--- src/rtl/uart_loader.sv ---
// uart_loader: receives a framed program over UART and writes it into instruction memory.
// Parameter:
//    TIMEOUT    inter-byte timeout in clk cycles while a load frame is in progress
// Ports:
//    clk        system clock, rising edge
//    reset      synchronous active-low reset
//    rx_update  one-cycle strobe, rx_data holds a new received byte
//    rx_data    received byte
//    wr_en      one-cycle instruction-memory write strobe
//    wr_addr    word address of the write
//    wr_data    word to write
//    tx_req     one-cycle send request for the response byte
//    tx_data    response byte (0x06 ACK, 0x15 NAK), valid with tx_req
//    tx_busy    transmitter busy, tx_req is held off while high
//    loading    high while a load frame is in progress
//    cpu_run    high after a successful load, releases the CPU
module uart_loader #(
   parameter int TIMEOUT = 1000000
) (
   input  logic        clk,
   input  logic        reset,
   input  logic        rx_update,
   input  logic [7:0]  rx_data,
   output logic        wr_en,
   output logic [10:0] wr_addr,
   output logic [31:0] wr_data,
   output logic        tx_req,
   output logic [7:0]  tx_data,
   input  logic        tx_busy,
   output logic        loading,
   output logic        cpu_run
);
   localparam int TW = $clog2(TIMEOUT + 1);
   typedef enum logic [2:0] {IDLE, LEN_LO, LEN_HI, DATA, CSUM} state_t;
   state_t state, state_n;
   logic [15:0]   len;
   logic [11:0]   widx;
   logic [1:0]    bcnt;
   logic [23:0]   asm_r;
   logic [7:0]    csum;
   logic [TW-1:0] timer;
   logic          pending;
   logic [7:0]    resp;
   logic          start, resp_v, timeout;
   logic [7:0]    resp_b;
   logic [15:0]   n_len;
   assign n_len   = {rx_data, len[7:0]};
   assign timeout = (state != IDLE) && !rx_update && (timer == TW'(TIMEOUT - 1));
   assign loading = (state != IDLE);
   // Response goes out on the first cycle the transmitter is free.
   assign tx_req  = pending && !tx_busy;
   assign tx_data = resp;
   always_comb begin
      state_n = state;
      start   = 1'b0;
      resp_v  = 1'b0;
      resp_b  = 8'h15;
      if (timeout) begin
         state_n = IDLE;
         resp_v  = 1'b1;
      end else if (rx_update) begin
         case (state)
            IDLE: begin
               start   = (rx_data == 8'hA5);
               state_n = start ? LEN_LO : IDLE;
            end
            LEN_LO: state_n = LEN_HI;
            LEN_HI: begin
               resp_v  = (n_len == 16'd0) || (n_len > 16'd2048);
               state_n = resp_v ? IDLE : DATA;
            end
            DATA: state_n = (bcnt == 2'd3 && {4'd0, widx} == len - 16'd1) ? CSUM : DATA;
            CSUM: begin
               state_n = IDLE;
               resp_v  = 1'b1;
               resp_b  = (rx_data == csum) ? 8'h06 : 8'h15;
            end
            default: state_n = IDLE;
         endcase
      end
   end
   always_ff @(posedge clk) begin
      if (!reset) begin
         state   <= IDLE;
         len     <= '0;
         widx    <= '0;
         bcnt    <= '0;
         asm_r   <= '0;
         csum    <= '0;
         timer   <= '0;
         pending <= 1'b0;
         resp    <= '0;
         wr_en   <= 1'b0;
         wr_addr <= '0;
         wr_data <= '0;
         cpu_run <= 1'b0;
      end else begin
         state <= state_n;
         wr_en <= 1'b0;
         timer <= (rx_update || state == IDLE) ? '0 : timer + 1'b1;
         if (start) begin
            cpu_run <= 1'b0;
            bcnt    <= '0;
            widx    <= '0;
            wr_addr <= '0;
            csum    <= '0;
         end
         if (rx_update && state == LEN_LO) len[7:0] <= rx_data;
         if (rx_update && state == LEN_HI) len[15:8] <= rx_data;
         if (rx_update && state == DATA) begin
            // Little-endian words: bytes shift in from the top, first byte ends in bits 7:0.
            asm_r <= {rx_data, asm_r[23:8]};
            csum  <= csum + rx_data;
            bcnt  <= bcnt + 2'd1;
            if (bcnt == 2'd3) begin
               wr_en   <= 1'b1;
               wr_data <= {rx_data, asm_r};
               wr_addr <= widx[10:0];
               widx    <= widx + 12'd1;
            end
         end
         if (rx_update && state == CSUM) cpu_run <= (rx_data == csum);
         // A fresh response overwrites one still waiting, so only the latest is sent.
         if (resp_v) begin
            pending <= 1'b1;
            resp    <= resp_b;
         end else if (tx_req) begin
            pending <= 1'b0;
         end
      end
   end
endmodule

--- config.mk ---
export PLATFORM = sky130hd
export DESIGN_NAME = uart_loader
export DESIGN_NICKNAME = d
export VERILOG_FILES = /design/src/rtl/uart_loader.sv
export SDC_FILE = /design/constraint.sdc
export NUM_CORES = 1
export LEC_CHECK = 0
export ABC_CLOCK_PERIOD_IN_PS = 2400
export CAP_MARGIN = 10
export CORE_UTILIZATION = 51
export CTS_CLUSTER_SIZE = 8
export DETAILED_ROUTE_END_ITERATION = 6
export GPL_TIMING_DRIVEN = 0
export PLACE_DENSITY = 0.76
export SKIP_CTS_REPAIR_TIMING = 1
export SKIP_LAST_GASP = 1
export SLEW_MARGIN = 20
export SYNTH_ARGS = -nofsm -noshare
export SYNTH_HDL_FRONTEND = slang
export SYNTH_SLANG_ARGS = --single-unit
--- constraint.sdc ---
create_clock -name clk -period 2.4 [get_ports clk]
set_input_delay 0.36 -clock clk [delete_from_list [all_inputs] [get_ports clk]]
set_output_delay 0.36 -clock clk [all_outputs]
set_load 0.01 [all_outputs]
== After elaboration in Yosys (flattened, before gate mapping) ==
Cells that the tools add are included.
Widths: inputs -> output; s select.

* Add/subtract/negate cells: 5
* Bitwise logic cells: 1
* Shift-type cells: 0
* $mul: 0
* $lt $le $gt $ge: 1
* Reductions and logical operators: 22
* Eq/ne operators: 9
* Mux-type cells: 29
* Divide/modulo/power cells: 0

{| class="wikitable"
|+ Operator list
! kind !! count
|-
| $mux 12 || 3
|-
| $mux 11 || 3
|-
| $add 20x1->20 const B || 1
|-
| $eq 20x20->1 const B || 1
|-
| $mux 5 || 4
|-
| $eq 12x16->1 || 1
|-
| $gt 16x12->1 const B || 1
|-
| $logic_not 16->1 || 1
|-
| $mux 8 || 2
|-
| $sub 16x1->16 const B || 1
|-
| $add 12x1->12 const B || 1
|-
| $pmux 3 s4 || 1
|-
| $mux 1 || 11
|-
| $add 8x8->8 || 1
|-
| $eq 8x8->1 || 1
|-
| $eq 8x8->1 const B || 1
|-
| $logic_and 1x1->1 || 8
|-
| $eq 3x2->1 const B || 2
|-
| $mux 2 || 3
|-
| $reduce_bool 2->1 || 3
|-
| $reduce_and 2->1 || 2
|-
| $reduce_or 2->1 || 2
|-
| $eq 3x1->1 const B || 1
|-
| $eq 3x3->1 const B || 1
|-
| other kinds (9) || 11
|}

* Bits in latches: 0
* Memory bits (read-only): 0
* Logic and storage cells: 81
* Memories kept: 0
* Memory bits (writable): 0
* Output and inout port bits: 55
* Input bits: 12
* Register bits after elaboration: 139

== Depth between registers and ports, before layout ==
* Depth after elaboration: 7
* Mapped depth: 9
* Depth with buffers taken out: 9

== Least setup slack after synthesis ==
Ideal clock, no wire load.

* Path type: register -> register
* From: register len[0]
* To: register state[2]
* Path buffers: 0
* Arrival: 2.221 ns
* Stages on the path, launching flop included: 10
* Slack: 0.063 ns
* Required time: 2.284 ns
* Clock period less this slack: 2.337 ns
* Library setup time: 0.116 ns
* Path through: dfxtp_1 -> inv_1 -> ha_1 -> or4b_4 -> or3_1 -> a2111oi_1 -> nor3_1 -> o21ai_0 -> or2_1 -> a21oi_1

* Longest elaborated chain between the ends: 5

{| class="wikitable"
|+ RTL lines
! element !! RTL line !! RTL
|-
| from (decl) || 36 || <nowiki>logic [15:0] len;</nowiki>
|-
| from (signal assigned) || 108 || <nowiki>if (rx_update && state == LEN_LO) len[7:0] <= rx_data;</nowiki>
|-
| $sub 16x1->16 || 72 || <nowiki>DATA: state_n = (bcnt == 2'd3 && {4'd0, widx} == len - 16'd1) ? CSUM : DATA;</nowiki>
|-
| $eq 12x16->1 || 72 ||
|-
| $logic_and 1x1->1 || 72 ||
|-
| $mux 3 || 72 ||
|-
| $pmux 3 s4 || 62 || <nowiki>case (state)</nowiki>
|-
| to (signal assigned) || 98 || <nowiki>state <= state_n;</nowiki>
|-
| to (decl) || 35 || <nowiki>state_t state, state_n;</nowiki>
|}

No other way between the ends.
A chain may end at the register's enable or synchronous reset.

== Final worst setup path ==
* From: register len[1]
* To: register state[2]

Same word-level chain as after synthesis.

==> impl_summary.md <==
Finish
In the final design database the tool counted between 800 and 900 nets. The post-route standard cell area excluding fillers is 7500 µm². The number of antenna diodes is 0. Counting the fill cells in the layout gives slightly above 900. In the final layout, the share of cells above drive strength 1 is 0.0899. The area overhead of the layout relative to synthesis is 25.2%.

Power
The share of total power dissipated in combinational logic is 0.026. Across the VDD grid, the largest voltage drop is roughly 0.64 mV. Of the total power, the share spent switching nets is 0.228. The net load switching power is roughly 1.1 mW. The internal power of the cells totals between 3 and 4 mW. The share of total power dissipated in sequential elements is 0.470. In this run the power density over the cells is between 600 and 700 nW/µm². Of the total power, the clock network draws 0.504.

The analysis attributes to cell leakage a power of 2.71 nW.

Clocking
The tree built by TritonCTS fans out to roughly 130 sinks. The buffer depth of the longest clock path is 2. The number of clock buffers added by TritonCTS is 17. The H-tree level count is 4. The clock-pin slew on the worst setup and hold paths is approximately 0.060 ns. In this run the clock root is driven by a clkbuf_16. The clock latency on the worst-skew pair is 0.42 ns. The TritonCTS clock tree is done.

Die
The number of I/O pins is 67. The overall die height is 110 µm. The floorplan has 39 rows. The region available for standard cell placement spans approximately 11000 µm². The initial utilization of the core area, before any placement, comes to 0.524.

The die covers approximately 12000 µm². The width of the chip is approximately 110 µm.

STA
The max-slew violation count is 0. For the finished layout, the period the worst path requires is between 2 and 2.5 ns. Setup violations remaining at the end of the flow were counted as 0. In this run the tightest slew margin relative to its limit is 0.443. Setup repair after global routing could not meet its margin everywhere. In the finished design, the share of the clock period the worst path needs comes to 0.979. The least setup slack across all paths after layout is roughly 0.051 ns. The actual slew at the worst max-slew pin is around 0.83 ns. After routing, the total negative slack on setup checks comes to 0 ns.

The clock skew after layout is around 0.008 ns. Derived from the worst setup path, the maximum achievable clock frequency is around 430 MHz. The hold violation count in the final report is 0.

Synthesis
The register bit count reported by yosys is between 100 and 150. The count of flip-flops with a built-in enable after synthesis is 0. The library cell occupying the most area in the post-synthesis netlist is dfxtp_1. In this run the mean area of a mapped cell was ~8.2 µm². The count of different cell masters after synthesis is 68. The async set-reset flop share out of synthesis is 0.

In the post-synthesis netlist, the biggest area contributors are dfxtp_1, nand2_1, a21oi_1. The cell count after synthesis is roughly 730. Of the post-synthesis cell area, the dominant cell type holds 0.448. The most common cell in the synthesized netlist is nand2_1. By count the netlist is led by nand2_1, dfxtp_1, a21oi_1, nor2_1. The cell area after synthesis is roughly 6000 µm².

The fraction of the yosys area taken by sequential cells is 0.448. In the synthesized netlist the dominant register cell turns out to be dfxtp_1. During synthesis, Yosys emitted a total of 0 warnings.

Global route
The number of global-route vias before repair is between 5000 and 6000. The largest net degree at the start of global routing is 17. The total global-route track usage is 0.263. For this run the aggregate overflow at the end of global routing stands at 0. The global-route wire length before repair is roughly 24 mm. The initial antenna violation count is 0.

Routing
The wire length per cell after detailed routing is around 15 µm. The routed layout has roughly 5400 vias. The number of vias per cell is 5.55. The first TritonRoute pass finished after 4 iterations.

The final antenna-violating net count is 0. The first-iteration detailed-routing DRC count is between 300 and 400. For this run, design rule violations remaining after detail routing come to 0.

The total wire length after detailed routing is ~15 mm.

Worst setup path
The maximum fanout count along the critical path is 6. The kind of end point of the critical path is a flip-flop. The endpoint required time on the critical path is about 2.8 ns.

STA puts the critical path data arrival time at about 2.7 ns. STA classifies the critical path startpoint as a flip-flop. The critical path is of the reg2reg type.

Placed design
The instance area after placement is slightly below 7000 µm². Timing analysis after detailed placement gives a worst setup slack of -0.647 ns. Detailed placement ended at an HPWL of 10.7 mm. The global placement routability congestion is around 0.9. In this run the tool buffered the top-level ports with 61 buffer cells.

Hold path
The kind of path behind the tightest hold check is in2reg.

Outcome
The flow ran to the end, and the final reports show no timing, DRC or antenna violations.

Job
Across the run, the number of max-cap violations was 0.
==> routing by layer <==
metal	track usage	vias to the layer above	part of all wire
met5	0	-	0
met4	0.118	0	0.023
met3	0.0688	35	0.045
met2	0.449	132	0.50
met1	0.308	2575	0.43
li1	-	2676	-
==> power groups by stage <==
stage	sequential, mW	combinational, mW	clock [mW]
2_1_floorplan	2.27	0.0630	0
3_3_place_gp	2.27	0.120	0
3_5_place_dp	2.27	0.122	0
4_1_cts	2.22	0.123	2.41
5_1_grt	2.22	0.134	2.50
6_report	2.22	0.124	2.38
==> critical path, cell delays in order (launching register included) <==
cell       delay (ns)
dfxtp_1          0.35
inv_1            0.11
ha_4             0.17
or4b_4           0.51
nor4_2           0.37
a2111oi_4        0.10
nor3_1           0.17
o21ai_0          0.10
or2_1            0.23
a21oi_1          0.17
==> cell usage in the layout, fill, tap and decap left out, types with 3 or more instances in the layout <==
cell type / instances
and3_1: 11
nor2_1: 49
xor2_1: 24
nor2b_1: 3
clkinvlp_4: 4
clkbuf_1: 34
xnor2_1: 16
clkdlybuf4s50_1: 58
o21ai_1: 9
clkbuf_16: 17
nand4_1: 4
clkinv_4: 4
a21boi_1: 10
ha_1: 10
clkbuf_8: 4
nor3_1: 16
nand3_1: 35
and2_1: 7
a22o_1: 11
or3_1: 3
a21oi_1: 88
nor4_1: 3
nand3b_1: 7
dfxtp_1: 133
a21o_1: 5
inv_1: 6
dlymetal6s2s_1: 3
conb_1: 4
inv_6: 3
nand2_1: 172
buf_4: 11
o21ai_0: 4
==> through the flow <==
stage                     instances  total power, mW  utilization  hold slack [ns]
after floorplan                 736             2.34            -            0.426
final                           977             4.73        0.657            0.363
after detailed placement        940             2.40        0.595            0.448
after CTS                       972             4.76        0.643            0.344
after global placement          940             2.39        0.594            0.444
after global routing            977             4.86        0.657            0.373
==> final timing paths <==
path                                          startpoint                        to  slack, ns  depth (start not counted)
worst max-delay path                 len[1]$_SDFFE_PN0P_     state[2]$_SDFFE_PP0P_       0.05                          9
worst min-delay path                          rx_data[7]       len[7]$_SDFFE_PN0P_       0.36                          3
worst max register to register       len[1]$_SDFFE_PN0P_     state[2]$_SDFFE_PP0P_       0.05                          9
worst min register to register  wr_data[16]$_SDFFE_PN0P_  wr_data[16]$_SDFFE_PN0P_       0.46                          2
==> state kept, by name (all words and copies together), names as in the netlist <==
signal	flops
timer	20
cpu_run	1
pending	1
wr_en	1
bcnt	2
wr_addr	11
widx	12
wr_data	32
state	3
asm_r	24
tx_data	3
csum	8
len	16
==> area by class of cell <==
type / instances / area [µm²] / share of cell area
multi-input cells: 546 / 3140 / 0.419
inverters: 8 / 30.0 / 0.00401
repair buffers: 67 / 663 / 0.0885
well taps: 143 / 179 / 0.0239
clock inverters: 12 / 96.3 / 0.0129
clock buffers: 20 / 457 / 0.0609
plain buffers: 47 / 244 / 0.0325
flip-flops and latches: 134 / 2680 / 0.358
==> logic make-up after synthesis <==
kind of cell / Yosys count / synth area share
flops: 134 / 0.448
simple gates: 338 / 0.263
fa+ha+maj: 12 / 0.0263
xor+xnor: 40 / 0.0585
mux: 4 / 0.00731
buf+inv: 56 / 0.0462
compound gates: 148 / 0.150
other cells: 1 / 0.000626
Power figures use the tool's default switching activity.
